===== src/rtl/pipe_hazard_ctrl_pkg.sv =====
// Shared encodings for the pipeline hazard controller: hold codes, redirect causes,
// FSM states and the hold-pattern modes consumed by hold_pattern_gen.
package pipe_hazard_ctrl_pkg;

  localparam int HOLD_W  = 2;
  localparam int CAUSE_W = 3;
  localparam int CNT_W   = 4;

  typedef enum logic [HOLD_W-1:0] {
    HOLD_NO    = 2'b00,
    HOLD_WAIT  = 2'b01,
    HOLD_FLUSH = 2'b10
  } hold_e;

  typedef enum logic [CAUSE_W-1:0] {
    JUMP_NO                 = 3'd0,
    JUMP_PREDICT_YES_BUT_NO = 3'd1,
    JUMP_PREDICT_NO_BUT_YES = 3'd2,
    JUMP_NOCONDITION        = 3'd3,
    JUMP_IRQ                = 3'd4,
    JUMP_RESUME             = 3'd5
  } jump_cause_e;

  typedef enum logic [2:0] {
    ST_IDLE    = 3'd0,
    ST_DRAIN   = 3'd1,
    ST_IRQ_JMP = 3'd2,
    ST_HALTED  = 3'd3,
    ST_RESUME  = 3'd4
  } state_e;

  typedef enum logic [2:0] {
    MODE_NONE     = 3'd0,
    MODE_ALL_WAIT = 3'd1,
    MODE_MULTI    = 3'd2,
    MODE_REDIRECT = 3'd3,
    MODE_HALTED   = 3'd4
  } hold_mode_e;

  typedef enum logic {
    KIND_IRQ  = 1'b0,
    KIND_HALT = 1'b1
  } kind_e;

  // Only the three branch-type causes count as EX redirects; irq/resume codes are ours.
  function automatic logic is_ex_jump(input logic [CAUSE_W-1:0] cause);
    return (cause == JUMP_PREDICT_YES_BUT_NO) ||
           (cause == JUMP_PREDICT_NO_BUT_YES) ||
           (cause == JUMP_NOCONDITION);
  endfunction

endpackage


===== src/rtl/pipe_hazard_ctrl_hold_pattern_gen.sv =====
// Purely combinational map from a hold mode to the per-boundary hold vector.
// Boundary i occupies bits [2i+1:2i]; boundaries below EXS sit upstream of EX.
module hold_pattern_gen #(
  parameter int STAGES = 4,
  parameter int EXS    = STAGES - 1
) (
  input  logic [2:0]          mode,
  output logic [2*STAGES-1:0] hold
);
  import pipe_hazard_ctrl_pkg::*;

  always_comb begin
    hold = '0;
    for (int i = 0; i < STAGES; i++) begin
      case (hold_mode_e'(mode))
        MODE_ALL_WAIT: hold[2*i +: 2] = HOLD_WAIT;
        MODE_MULTI:    hold[2*i +: 2] = (i < EXS) ? HOLD_WAIT : HOLD_FLUSH;
        MODE_REDIRECT: begin
          if (i == 0)
            hold[2*i +: 2] = HOLD_WAIT;
          else if (i < EXS)
            hold[2*i +: 2] = HOLD_FLUSH;
          else
            hold[2*i +: 2] = HOLD_NO;
        end
        MODE_HALTED:   hold[2*i +: 2] = (i == 0) ? HOLD_WAIT : HOLD_NO;
        default:       hold[2*i +: 2] = HOLD_NO;
      endcase
    end
  end

endmodule


===== src/rtl/pipe_hazard_ctrl.sv =====
// Pipeline hazard controller: arbitrates stalls, EX redirects, interrupt entry and
// JTAG halt/resume, producing per-boundary hold codes and the PC redirect request.
module pipe_hazard_ctrl #(
  parameter int STAGES    = 4,
  parameter int EXS       = STAGES - 1,
  parameter int ADDR_W    = 32,
  parameter int DRAIN_CYC = 2
) (
  input  logic                clk,
  input  logic                rst_n,
  input  logic                mem_wb_wr_wait_req_i,
  input  logic                ex_multi_clock_wait_req_i,
  input  logic [2:0]          ex_jump_cause_i,
  input  logic [ADDR_W-1:0]   ex_jump_from_addr_i,
  input  logic [ADDR_W-1:0]   ex_jump_to_addr_i,
  input  logic [ADDR_W-1:0]   epc_i,
  input  logic                irq_req_i,
  input  logic [ADDR_W-1:0]   irq_vector_i,
  input  logic                jtag_halt_req_i,
  output logic [2*STAGES-1:0] hold_ctrl_o,
  output logic [2:0]          jump_cause_o,
  output logic [ADDR_W-1:0]   jump_from_addr_o,
  output logic [ADDR_W-1:0]   jump_to_addr_o,
  output logic                irq_ack_o,
  output logic [ADDR_W-1:0]   irq_epc_o,
  output logic                jtag_halted_o
);
  import pipe_hazard_ctrl_pkg::*;

  localparam logic [CNT_W-1:0] DRAIN_LOAD = CNT_W'(DRAIN_CYC);

  state_e            state_q, state_d;
  kind_e             kind_q, kind_d;
  logic [CNT_W-1:0]  cnt_q, cnt_d;
  logic [ADDR_W-1:0] epc_q, epc_d;
  hold_mode_e        mode_sel;
  logic              ex_jump;
  logic              stall;

  assign ex_jump = is_ex_jump(ex_jump_cause_i);
  assign stall   = mem_wb_wr_wait_req_i | ex_multi_clock_wait_req_i;

  always_ff @(posedge clk or negedge rst_n) begin
    if (!rst_n) begin
      state_q <= ST_IDLE;
      kind_q  <= KIND_IRQ;
      cnt_q   <= '0;
      epc_q   <= '0;
    end else begin
      state_q <= state_d;
      kind_q  <= kind_d;
      cnt_q   <= cnt_d;
      epc_q   <= epc_d;
    end
  end

  // Any wait freezes the whole FSM, including the drain counter and captured EPC.
  always_comb begin
    state_d = state_q;
    kind_d  = kind_q;
    cnt_d   = cnt_q;
    epc_d   = epc_q;
    if (!stall) begin
      case (state_q)
        ST_IDLE: begin
          if (!ex_jump && (irq_req_i || jtag_halt_req_i)) begin
            state_d = ST_DRAIN;
            kind_d  = irq_req_i ? KIND_IRQ : KIND_HALT;
            cnt_d   = DRAIN_LOAD;
            epc_d   = epc_i;
          end
        end
        ST_DRAIN: begin
          // A redirect retiring from EX moves the resume point to its target.
          if (ex_jump)
            epc_d = ex_jump_to_addr_i;
          if (cnt_q <= CNT_W'(1)) begin
            cnt_d   = '0;
            state_d = (kind_q == KIND_IRQ) ? ST_IRQ_JMP : ST_HALTED;
          end else begin
            cnt_d = cnt_q - CNT_W'(1);
          end
        end
        ST_IRQ_JMP: state_d = ST_IDLE;
        ST_HALTED:  if (!jtag_halt_req_i) state_d = ST_RESUME;
        ST_RESUME:  state_d = ST_IDLE;
        default:    state_d = ST_IDLE;
      endcase
    end
  end

  always_comb begin
    mode_sel         = MODE_NONE;
    jump_cause_o     = JUMP_NO;
    jump_from_addr_o = '0;
    jump_to_addr_o   = '0;
    irq_ack_o        = 1'b0;
    irq_epc_o        = '0;
    jtag_halted_o    = (state_q == ST_HALTED);
    if (mem_wb_wr_wait_req_i) begin
      mode_sel = MODE_ALL_WAIT;
    end else if (ex_multi_clock_wait_req_i) begin
      mode_sel = MODE_MULTI;
    end else begin
      case (state_q)
        ST_IDLE: begin
          if (ex_jump) begin
            mode_sel         = MODE_REDIRECT;
            jump_cause_o     = ex_jump_cause_i;
            jump_from_addr_o = ex_jump_from_addr_i;
            jump_to_addr_o   = ex_jump_to_addr_i;
          end
        end
        ST_DRAIN:  mode_sel = MODE_REDIRECT;
        ST_IRQ_JMP: begin
          jump_cause_o     = JUMP_IRQ;
          jump_from_addr_o = epc_q;
          jump_to_addr_o   = irq_vector_i;
          irq_ack_o        = 1'b1;
          irq_epc_o        = epc_q;
        end
        ST_HALTED: mode_sel = MODE_HALTED;
        ST_RESUME: begin
          jump_cause_o     = JUMP_RESUME;
          jump_from_addr_o = epc_q;
          jump_to_addr_o   = epc_q;
        end
        default:   mode_sel = MODE_NONE;
      endcase
    end
  end

  hold_pattern_gen #(
    .STAGES (STAGES),
    .EXS    (EXS)
  ) u_hold_pattern_gen (
    .mode (mode_sel),
    .hold (hold_ctrl_o)
  );

endmodule


===== config.mk =====
export PLATFORM = sky130hd
export DESIGN_NAME = pipe_hazard_ctrl
export DESIGN_NICKNAME = d
export VERILOG_FILES = /design/src/rtl/pipe_hazard_ctrl_pkg.sv /design/src/rtl/pipe_hazard_ctrl_hold_pattern_gen.sv /design/src/rtl/pipe_hazard_ctrl.sv
export SDC_FILE = /design/constraint.sdc
export NUM_CORES = 1
export LEC_CHECK = 0
export BUFFER_PORTS_ARGS = -buffer_cell sky130_fd_sc_hd__buf_2
export CORE_MARGIN = 4
export CORE_UTILIZATION = 45
export CTS_CLUSTER_DIAMETER = 150
export DETAILED_ROUTE_END_ITERATION = 10
export PLACE_DENSITY_LB_ADDON = 0.12
export SKIP_CTS_REPAIR_TIMING = 1
export SLEW_MARGIN = 20
export SYNTH_ARGS = -nofsm -noshare
export SYNTH_HDL_FRONTEND = slang
export SYNTH_HIERARCHICAL = 1
export SYNTH_SLANG_ARGS = --single-unit

===== constraint.sdc =====
create_clock -name clk -period 5.53 [get_ports clk]
set_input_delay 0.2765 -clock clk [delete_from_list [all_inputs] [get_ports clk]]
set_output_delay 0.2765 -clock clk [all_outputs]
set_load 0.005 [all_outputs]

==> flow_summary.toml <==
[timing]
setup_viol = 0
fmax_mhz = 326
hold_slack_ns = 0.108
period_needed_ns = 3.07
rsz0062_at_grt = "false"
tightest_slew_ns = 1.01
slew_violations = 0
fin_skew_ns = 0.00824
min_period_over_period_pct = 55.5
hold_viol = 0
fin_setup_tns_ns = 0
slew_headroom_pct = 32.4

[worst_setup_path]
setup.worst_path.end_class = "output pin"
crit_buf_inv = 2
startpoint = "state_q[1]$_DFFE_PN0P_"
critPathMaxFanout = 35
rr_endpoint = "cnt_q[3]$_DFFE_PN0P_"
cp.arrival_ns = 2.79
crit_type = "flip-flop to output pin"
path_cells = "or3_1 -> nor2b_4 -> buf_4 -> a222oi_1 -> nor2_1 -> buf_2"
cp_slowest_cell = "nor2b_4"
crit_cells = 6
startpoint_type = "flip-flop"
reg2reg_from = "state_q[0]$_DFFE_PN0P_"
crit_family = "simple AND/OR/NAND/NOR gates"
critPathRequiredTime_ns = 5.25
reg2regPathDepth = 5
r2r_slack_ns = 2.95
cpPeakStageDelay_ns = 0.63
endpoint = "jump_to_addr_o[4]"

[global_routing]
grt_util_met1_pct = 30.7
grtUsageMet2_pct = 44.1
grt_use_met3_pct = 5.82
grt_max_degree = 67
grt_pass1_wl_mm = 18.3
grt_use_total_pct = 25.3
grt_pass1_vias = 3837
overflow = 0
antenna_found_initial = 0
top_usage_layer = "met2"

[clock_network]
cts_root_buffer = "clkbuf_8"
cts.clk_slew.worst_paths_ns = 0.08
cts_tree = "yes"
cts_buffer_depth = 2
insertion_delay_ns = 0.29
clkSinkCount = 40
h-tree-depth = 2
cts_buffers = 5

[flow_run]
max-cap-violations = 0

[routing]
drtAntennaViolNets = 0
vias_per_cell = 5.72
routed_wl_mm = 11.9
drcViolationCount = 0
num_vias = 3967
drt_iter0_drc = 355
first_pass_iters = 8
wl_per_cell_um = 17.1

[synth]
synth_edf_count = 0
post_synth_num_cell_types = 38
synth_fp_nets = 522
synthCells = 383
yosysWarnings = 6
ys_ff_latch = 40
netlist_area_um2 = 3370
synthArstFlopShare_pct = 100
avgSynthCellArea_um2 = 8.79
synth-main-ff-cell = "dfrtp_1"
ys_seq_area_share_pct = 29.7

[placed_design]
portBuffers = 244
dp.final_hpwl_mm = 8.70
dpl-instance-area_um2 = 4590
place_congestion = 0.821

[floorplan]
ios = 246
die_h_um = 94.5
die_w_um = 94.5
start_util_pct = 46.4
core_um2 = 7250
row_count = 31
die_area_um2 = 8930

[cells_and_area]
finalInstanceArea_um2 = 4670
areaGrowthSynthToFinish_pct = 38.7
diodes = 0
final_common_cell = "buf_2"
final_cell_mix = "buf_2 (244), nor2_1 (74), mux2_2 (64)"
fin_nets = 733
drive_gt1_share_pct = 55.6

[power_and_ir_drop]
powerDensity_nw_per_um2 = 331
peakVddDrop_mv = 0.145
power_mw = 1.55
p_leak_nw = 2.44

[run_status]
status = "completed"

[min_path]
min_path_type = "input pin to asynchronous set/reset pin"
-- cell families after synthesis --
group / count (synthesis) / synth area share, %
compound gates: 83 / 20.4
xor+xnor: 2 / 0.520
fa+ha+maj: 2 / 0.743
flops: 40 / 29.7
buf+inv: 49 / 6.43
simple gates: 141 / 20.4
other cells: 1 / 0.111
mux: 65 / 21.7
-- metrics by stage --
stage | setup WS, ns | utilization, % | instances
2_1_floorplan | 3.04 | - | 383
3_5_place_dp | 2.79 | 63.3 | 686
6_report | 2.46 | 64.4 | 693
4_1_cts | 2.48 | 64.3 | 693
5_1_grt | 2.26 | 64.4 | 693
3_3_place_gp | 2.84 | 63.3 | 686
-- report_power, final --
group	switching (mW)	total [mW]	internal [mW]
Clock	0.0970	0.183	0.0858
Sequential	0.160	0.595	0.435
Combinational	0.366	0.768	0.402
-- per-layer routing --
layer	part of all wire, %	wire [µm]
met1	39	4660
met3	8.7	1030
met5	0	0
met4	1.6	192
met2	50	5970
-- synth_stat cells (2+ instances only) --
cell / count / area share [%]
a21oi_1: 5 / 0.74
a222oi_1: 32 / 9.5
a22oi_1: 32 / 7.1
and2_1: 2 / 0.37
and3_1: 33 / 6.1
buf_2: 11 / 1.6
buf_4: 3 / 0.67
clkbuf_1: 29 / 3.2
dfrtp_1: 40 / 30
ha_1: 2 / 0.74
inv_1: 4 / 0.45
mux2_2: 64 / 21
nand2_1: 8 / 0.89
nand3_1: 2 / 0.30
nor2_1: 75 / 8.4
nor2b_1: 3 / 0.56
nor3_1: 4 / 0.59
nor3b_1: 5 / 1.1
o21ai_0: 5 / 0.74
o31ai_1: 3 / 0.67
or3_1: 3 / 0.56
xnor2_1: 2 / 0.52
-- cell type report --
cell class              instances  area [µm²]
flip-flops and latches         40        1000
repair buffers                249        1260
clock buffers                   6        72.6
clock inverters                 1        5.00
fillers                       687        2580
well taps                      99         124
multi-input cells             294        2190
inverters                       4        15.0
-- worst min path at each step --
stage	startpoint	to	slack [ns]	cells past startpoint
6_report	rst_n	state_q[2]$_DFFE_PN0P_	0.11	1
5_1_grt	rst_n	state_q[2]$_DFFE_PN0P_	0.18	1
4_1_cts	rst_n	state_q[2]$_DFFE_PN0P_	0.14	1
3_3_place_gp	rst_n	epc_q[1]$_DFFE_PN0P_	0.45	1
3_5_place_dp	rst_n	state_q[2]$_DFFE_PN0P_	0.46	1
2_1_floorplan	rst_n	cnt_q[0]$_DFFE_PN0P_	-0.02	0
-- sequential cells by signal, summed over array words and instances (netlist names) --
| register | flops |
|---|---|
| kind_q | 1 |
| epc_q | 32 |
| state_q | 3 |
| cnt_q | 4 |
Power figures use the tool's default switching activity.
